==> src/rtl/game_pkg.sv <==
// Shared constants and types for the reaction-game display path.
// Holds the block position range, the direction encoding and the default shift rates.
package game_pkg;

   typedef enum logic {
      LEFT  = 1'b0,
      RIGHT = 1'b1
   } dir_e;

   localparam logic [3:0] POS_MIN = 4'd0;
   localparam logic [3:0] POS_MAX = 4'd9;

   localparam int DEF_LIMIT0 = 49_999_999;
   localparam int DEF_LIMIT1 = 24_999_999;
   localparam int DEF_LIMIT2 = 12_499_999;
   localparam int DEF_LIMIT3 = 6_249_999;
   localparam int DEF_CW     = 26;

   // One-hot image of a block index; indices past the board light nothing.
   function automatic logic [9:0] onehot10(input logic [3:0] p);
      logic [9:0] img;
      img = 10'd0;
      if (p <= POS_MAX) begin
         img = 10'b00_0000_0001 << p;
      end else begin
         img = 10'd0;
      end
      return img;
   endfunction

endpackage

==> src/rtl/block_mover_shift_tick.sv <==
// Divide-down counter producing block shift events at one of four rates.
// The >= compare keeps a speed-up from wrapping the counter all the way around.
module shift_tick
   import game_pkg::*;
#(
   parameter int LIMIT0 = DEF_LIMIT0,
   parameter int LIMIT1 = DEF_LIMIT1,
   parameter int LIMIT2 = DEF_LIMIT2,
   parameter int LIMIT3 = DEF_LIMIT3,
   parameter int CW     = DEF_CW
) (
   input  logic       clk,
   input  logic       rst_n,
   input  logic [1:0] speed,
   input  logic       run,
   output logic       tick
);

   logic [1:0]    speed_q_r;
   logic [CW-1:0] count_r;
   logic [CW-1:0] limit_s;
   logic          at_limit_s;

   // Speed code register; one cycle of latency from the selector.
   always_ff @(posedge clk or negedge rst_n) begin
      if (!rst_n) begin
         speed_q_r <= 2'b00;
      end else begin
         speed_q_r <= speed;
      end
   end

   // Terminal count selected by the registered speed code.
   always_comb begin
      limit_s = CW'(LIMIT0);
      case (speed_q_r)
         2'b00:   limit_s = CW'(LIMIT0);
         2'b01:   limit_s = CW'(LIMIT1);
         2'b10:   limit_s = CW'(LIMIT2);
         2'b11:   limit_s = CW'(LIMIT3);
         default: limit_s = CW'(LIMIT0);
      endcase
   end

   assign at_limit_s = (count_r >= limit_s);
   assign tick       = run & at_limit_s;

   // Counter holds while frozen so a suppressed shift fires as soon as run returns.
   always_ff @(posedge clk or negedge rst_n) begin
      if (!rst_n) begin
         count_r <= {CW{1'b0}};
      end else if (run) begin
         if (at_limit_s) begin
            count_r <= {CW{1'b0}};
         end else begin
            count_r <= count_r + {{(CW-1){1'b0}}, 1'b1};
         end
      end else begin
         count_r <= count_r;
      end
   end

endmodule

==> src/rtl/block_mover.sv <==
// Bouncing single-LED block across LEDR[9:0], advanced by shift_tick events.
// All outputs are registered; LEDR is decoded from the next position so it tracks pos.
module block_mover
   import game_pkg::*;
#(
   parameter int LIMIT0 = DEF_LIMIT0,
   parameter int LIMIT1 = DEF_LIMIT1,
   parameter int LIMIT2 = DEF_LIMIT2,
   parameter int LIMIT3 = DEF_LIMIT3,
   parameter int CW     = DEF_CW
) (
   input  logic       Clock,
   input  logic       Resetn,
   input  logic [1:0] speed,
   input  logic       run,
   output logic [9:0] LEDR,
   output logic [3:0] pos,
   output logic       dir,
   output logic       shift
);

   dir_e       state_r;
   logic [3:0] pos_r;
   logic [9:0] ledr_r;
   logic       shift_r;
   logic       tick_s;

   shift_tick #(
      .LIMIT0 (LIMIT0),
      .LIMIT1 (LIMIT1),
      .LIMIT2 (LIMIT2),
      .LIMIT3 (LIMIT3),
      .CW     (CW)
   ) u_shift_tick (
      .clk   (Clock),
      .rst_n (Resetn),
      .speed (speed),
      .run   (run),
      .tick  (tick_s)
   );

   // Direction state machine; end cells turn the block around on the following shift.
   always_ff @(posedge Clock or negedge Resetn) begin
      if (!Resetn) begin
         state_r <= RIGHT;
         pos_r   <= POS_MIN;
         ledr_r  <= onehot10(POS_MIN);
         shift_r <= 1'b0;
      end else begin
         shift_r <= tick_s;
         if (tick_s) begin
            case (state_r)
               RIGHT: begin
                  if (pos_r >= POS_MAX) begin
                     state_r <= LEFT;
                     pos_r   <= POS_MAX - 4'd1;
                     ledr_r  <= onehot10(POS_MAX - 4'd1);
                  end else begin
                     state_r <= RIGHT;
                     pos_r   <= pos_r + 4'd1;
                     ledr_r  <= onehot10(pos_r + 4'd1);
                  end
               end
               LEFT: begin
                  if (pos_r <= POS_MIN) begin
                     state_r <= RIGHT;
                     pos_r   <= POS_MIN + 4'd1;
                     ledr_r  <= onehot10(POS_MIN + 4'd1);
                  end else begin
                     state_r <= LEFT;
                     pos_r   <= pos_r - 4'd1;
                     ledr_r  <= onehot10(pos_r - 4'd1);
                  end
               end
               default: begin
                  state_r <= RIGHT;
                  pos_r   <= POS_MIN;
                  ledr_r  <= onehot10(POS_MIN);
               end
            endcase
         end else begin
            state_r <= state_r;
            pos_r   <= pos_r;
            ledr_r  <= ledr_r;
         end
      end
   end

   assign LEDR  = ledr_r;
   assign pos   = pos_r;
   assign dir   = (state_r == RIGHT);
   assign shift = shift_r;

endmodule
==> config.mk <==
export PLATFORM = sky130hd
export DESIGN_NAME = block_mover
export DESIGN_NICKNAME = d
export VERILOG_FILES = /design/src/rtl/game_pkg.sv /design/src/rtl/block_mover_shift_tick.sv /design/src/rtl/block_mover.sv
export SDC_FILE = /design/constraint.sdc
export NUM_CORES = 1
export LEC_CHECK = 0
export CORE_UTILIZATION = 45
export DETAILED_ROUTE_END_ITERATION = 8
export SYNTH_ARGS = -nofsm -noshare
export SYNTH_HDL_FRONTEND = slang
export SYNTH_SLANG_ARGS = --single-unit
==> constraint.sdc <==
create_clock -name Clock -period 2.7 [get_ports Clock]
set_input_delay 0.81 -clock Clock [delete_from_list [all_inputs] [get_ports Clock]]
set_output_delay 0.81 -clock Clock [all_outputs]
set_load 0.005 [all_outputs]
; After elaboration in Yosys (flattened, before gate mapping)
; Index checks and enable logic that the tools add are counted.
[word_totals]
word_cells = 35
inputBits = 5
regBits = 44
[classes]
n_lt_le_gt_ge = 5
n_mux = 13
n_reduce_logical = 1
n_addsub = 3
eq_ne = 3
bitwise_logic = 2
n_shift = 2
[ops]
columns = cell, count
row1 = $pmux W26 S4, 1
row2 = $mux W10, 4
row3 = $add A26 B1 Y26 const B, 1
row4 = $ge A26 B26 Y1, 1
row5 = $mux W26, 1
row6 = $pmux W10 S2, 1
row7 = $shl A1 B4 Y10 const A, 2
row8 = $le A4 B4 Y1 const B, 2
row9 = $mux W4, 2
row10 = $pmux W4 S2, 1
row11 = $add A4 B1 Y4 const B, 1
row12 = $eq A2 B2 Y1 const B, 2
row13 = $ge A4 B4 Y1 const B, 1
row14 = $le A4 B1 Y1 const B, 1
row15 = $sub A4 B1 Y4 const B, 1
row16 = $eq A2 B1 Y1 const B, 1
row17 = $logic_not A2 Y1, 1
row18 = $mux W1, 2
row19 = $pmux W1 S2, 1
row20 = $and A1 B1 Y1, 1
row21 = $not A1 Y1, 1

; Longest topological paths before layout
; Gate-level depths: netlist of the first run.
[depth]
depth_word = 5
mapped_depth = 12
mapped_depth_nobuf = 10

; Hierarchy
; A second synthesis of the first run with hierarchy kept.
[hier_totals]
hier_cells = 324
hier_area_um2 = 3128.0
[by_module_without_submodules]
columns = module, area_per_inst_um2, instances, seq_area_each_um2, cells_each
row1 = shift_tick, 1996.9, 1, 700.7, 193
row2 = block_mover, 1131.1, 1, 402.9, 131

; Least setup slack after synthesis of the first run
; No wires, ideal clock.
[synth_path]
path_type = reg-to-reg
from = reg u_shift_tick.speed_q_r[0]
to = reg pos_r[0], in the netlist pos[0]
path_stages_with_launch = 11
n_path_buf = 2
t_arrival_ns = 2.160
path_slack_ns = 0.408
setup_ns = 0.132
cell_sequence = dfrtp_1 -> nand2_1 -> inv_1 -> ha_1 -> a41o_1 -> a221o_1 -> a221o_1 -> buf_2 -> buf_6 -> o21ai_1 -> o211ai_1
[synth_between]
elab_chain_cells = 4
elab_cells_between_ends = 7
cone_classes = order compare (1) / eq/ne (3) / mux (1) / bitwise (1) / reduce/logical (1)
[synth_rtl]
columns = item, line
row1 = start: declaration, block_mover_shift_tick.sv:19  ; logic [1:0] speed_q_r;
row2 = start signal: assignment, block_mover_shift_tick.sv:29  ; speed_q_r <= speed;
row3 = "$eq A2 B2 Y1, or another cell as far along", block_mover_shift_tick.sv:36  ; case (speed_q_r)
row4 = $pmux W26 S4 (*), block_mover_shift_tick.sv:36
row5 = $ge A26 B26 Y1 (*), block_mover_shift_tick.sv:45  ; assign at_limit_s = (count_r >= limit_s);
row6 = $and A1 B1 Y1 (*), block_mover_shift_tick.sv:46  ; assign tick = run & at_limit_s;
row7 = end signal: assignment, block_mover.sv:56  ; pos_r <= POS_MAX - 4'd1;
row8 = end signal: assignment, block_mover.sv:60  ; pos_r <= pos_r + 4'd1;
row9 = end signal: assignment, block_mover.sv:67  ; pos_r <= POS_MIN + 4'd1;
row10 = end: declaration, block_mover.sv:23  ; logic [3:0] pos_r;
; Mark *: on every way between the ends. The rest lies on a longest branch, timed or not. The select of a mux whose other input is x is not followed.
; A chain may end at the register's enable or synchronous reset.

; Worst setup path after layout of the first run
; Ends and elaborated chain as after synthesis.

==> reports/metrics.csv, run 1 <==
metric,value,unit
ys_warn_count,0,
critical-path-slowest-cell,dfrtp_1,
synth_cell_types,45,
post_cts_buffers,0,
clock_skew,3.480,ps
ant_nets,0,
placed_area,0.003158,mm^2
syn_avg_cell_area,9.004,um^2
max_freq,0.3952,GHz
drcViolationCount,0,
cts_buffer_depth,2,
critPathTopFamily,compound AO/OA/AOI/OAI gates,
synth.most_common_cell,nor2_1,
cts.clk_slew.worst_paths,80,ps
cpPeakStageDelay,460,ps
synth_seq_cells,44,
critPathMaxFanout,17,
maxCapViolations,0,
grt_pass1_wl,11290,um
grt_pass1_vias,2366,
hold_path_class,reg2reg,
layout.cells.non_filler,418,
path_cells,"inv_1, nand2_1, ha_1, or3_1, a221oi_2, a211oi_1, a221o_2, buf_4, o21ai_1, o211ai_1",
final_area,0.003239,mm^2
initial_utilization,0.4722,
max_slew_margin,0.4852,
vias,2407,
cts_hold_buffers,0,
grt_usage,0.2236,
grt_overflow_total,0,
startpoint_type,register,
synth_nets,346,
crit_arrival,2710,ps
wl_per_cell,15.49,um
synth_edf_count,0,
first_iter_violations,156,
fill_cells,574,
ys_seq_area_frac,0.3879,
finalPower,0.001430,W
setup_viol,0,
synthTopCellsByArea,"dfrtp_1 37%, ha_1 11%, nor2_1 6.3%",
dpl.cell_count,410,
syn_inst,316,
irDropWorstVdd,0.3270,mV
finalMaxSlewViolations,0,
drt_wl_total,6474,um
post_cts_resized,0,
status,completed,
clock_sinks,44,
dp_hpwl,4770,um
synth_async_sr_flop_share,1.000,
synth_area,0.002845,mm^2
die_y,81.52,um
hold_viol_final,0,
antenna_found_initial,0,
clockRootBuffer,clkbuf_8,
fin_crit_sh,0.9372,
grt_start_max_net_pins,35,
multi_input_area,0.001615,mm^2
cts_buffers,5,
period_needed,2530,ps
drive_above_1_share,0.08163,
die_area,0.006645,mm^2
synth_common_cells,"48 x nor2_1, 42 x dfrtp_1, 25 x ha_1, 22 x a21oi_1, 22 x nand2_1",
rows,28,
core_area,0.006026,mm^2
insertion_delay,290,ps
worstMarginPinSlew,772.2,ps
area_growth,13.85,%
dr.pass1.iters,4,
final_nets,372,
place_congestion,0.8766,
path_class,reg2reg,
synthDominantAreaCellType,dfrtp_1,
port_buffers,20,
path_buf_inv,2,
synth_ff_type,dfrtp_1,
die_width,81.52,um
synth_top_area_share,0.3694,
io_pins,21,
via_per_inst,5.758,
diodes,0,
power_leakage,1.504,nW
cp-end-kind,register,
seqCellArea,0.001104,mm^2
final_util,0.5376,
cts-htree-levels,2,
power.density,441.5,mW/mm^2
crit_required,2880,ps
tns,0,ps
rsz0062_at_grt,false,
cts_tree,built,
[final timing paths]
kind | end | slack (ps) | start | cells past startpoint
min in group asynchronous | u_shift_tick.count_r[2]$_DFFE_PN0P_ | 580 | Resetn | 1
worst min register to register | u_shift_tick.count_r[0]$_DFFE_PN0P_ | 520 | u_shift_tick.count_r[0]$_DFFE_PN0P_ | 1
worst max register to register | pos[0]$_DFFE_PN0P_ | 170 | u_shift_tick.speed_q_r[0]$_DFF_PN0_ | 10
worst max-delay path | pos[0]$_DFFE_PN0P_ | 170 | u_shift_tick.speed_q_r[0]$_DFF_PN0_ | 10
worst min-delay path | u_shift_tick.count_r[0]$_DFFE_PN0P_ | 520 | u_shift_tick.count_r[0]$_DFFE_PN0P_ | 1
max in group asynchronous | u_shift_tick.speed_q_r[1]$_DFF_PN0_ | 1460 | Resetn | 2
[final cells by class]
cell class,instances,share of cell area
Inverter,12,0.01390
Tap cell,75,0.02897
Clock buffer,7,0.02356
Clock inverter,1,0.001545
Sequential cell,44,0.3407
Multi-Input combinational cell,245,0.4986
Timing Repair Buffer,34,0.09270
[registers in the layout (all words and copies together), names as in the netlist]
register / count
LEDR: 10
dir: 1
pos: 4
shift: 1
u_shift_tick.count_r: 26
u_shift_tick.speed_q_r: 2
[cell usage in the layout (no fill, tap or decap), types with 2 or more instances in the layout]
| cell | instances |
|---|---|
| o22ai_1 | 2 |
| nor3_1 | 4 |
| nand4_1 | 8 |
| nand2_1 | 22 |
| o2bb2ai_1 | 3 |
| a21oi_1 | 22 |
| a32oi_1 | 8 |
| o21ai_0 | 12 |
| nand2b_1 | 6 |
| nor2_1 | 48 |
| dfstp_2 | 2 |
| mux2i_1 | 2 |
| a21o_1 | 4 |
| inv_1 | 12 |
| or3_1 | 5 |
| dfrtp_1 | 42 |
| o211ai_1 | 3 |
| clkbuf_1 | 2 |
| buf_4 | 14 |
| clkdlybuf4s50_1 | 19 |
| and4_1 | 7 |
| ha_1 | 25 |
| nand3_1 | 11 |
| and3_1 | 7 |
| xnor2_1 | 6 |
| a31oi_1 | 7 |
| xor2_1 | 15 |
| clkbuf_8 | 5 |
[worst register-to-register path, stage by stage, from the launching register on]
cell and delay (ps):
dfrtp_1 460, inv_1 130, nand2_1 110, ha_1 190
or3_1 320, a221oi_2 320, a211oi_1 110, a221o_2 380
buf_4 220, o21ai_1 90, o211ai_1 90
[layer usage]
metal | vias up | share of wire | track usage
li1 | 1190 | - | -
met1 | 1156 | 0.44 | 0.2736
met2 | 49 | 0.50 | 0.3933
met3 | 12 | 0.036 | 0.03667
met4 | 0 | 0.021 | 0.08036
met5 | - | 0 | 0
[per-stage QoR]
stage / worst slack, ps / hold WS, ps
after floorplan: 407.6 / 478.3
after global placement: 9.869 / 499.7
after detailed placement: 26.65 / 510.7
after CTS: 176.2 / 522.3
after global routing: 13.78 / 538.0
final: 169.5 / 520.1
[cell families (layout without fill, tap and decap cells)]
| group | Yosys count | after routing | share of synthesized area |
|---|---|---|---|
| simple gates | 124 | 124 | 0.2155 |
| mux | 2 | 2 | 0.007036 |
| flops | 44 | 44 | 0.3879 |
| xor+xnor | 21 | 21 | 0.06465 |
| fa+ha+maj | 25 | 25 | 0.1099 |
| buf+inv | 27 | 54 | 0.04485 |
| compound gates | 73 | 73 | 0.1702 |
[report_power, final]
group          switching, W  internal, W  total (W)
combinational      0.000134     0.000123   0.000256
clock              0.000223     0.000182   0.000405
sequential        0.0000587     0.000710   0.000769
total              0.000415      0.00102    0.00143
No activity file was read; power rests on OpenSTA's default activity.
==> inputs of run 2 (changes only) <==
--- a/config.mk
+++ b/config.mk
@@ -7,6 +7,7 @@
 export LEC_CHECK = 0
 export CORE_UTILIZATION = 45
 export DETAILED_ROUTE_END_ITERATION = 8
+export SLEW_MARGIN = 20
 export SYNTH_ARGS = -nofsm -noshare
 export SYNTH_HDL_FRONTEND = slang
 export SYNTH_SLANG_ARGS = --single-unit
==> results of run 2 <==
Same layout as run 1: the final DEF is identical, and so are final timing and power.
==> inputs of run 3 (changes only) <==
--- a/config.mk
+++ b/config.mk
@@ -7,7 +7,6 @@
 export LEC_CHECK = 0
 export CORE_UTILIZATION = 45
 export DETAILED_ROUTE_END_ITERATION = 8
-export SLEW_MARGIN = 20
 export SYNTH_ARGS = -nofsm -noshare
 export SYNTH_HDL_FRONTEND = slang
 export SYNTH_SLANG_ARGS = --single-unit
==> results of run 3 <==
Same layout as run 1: the final DEF is identical, and so are final timing and power.
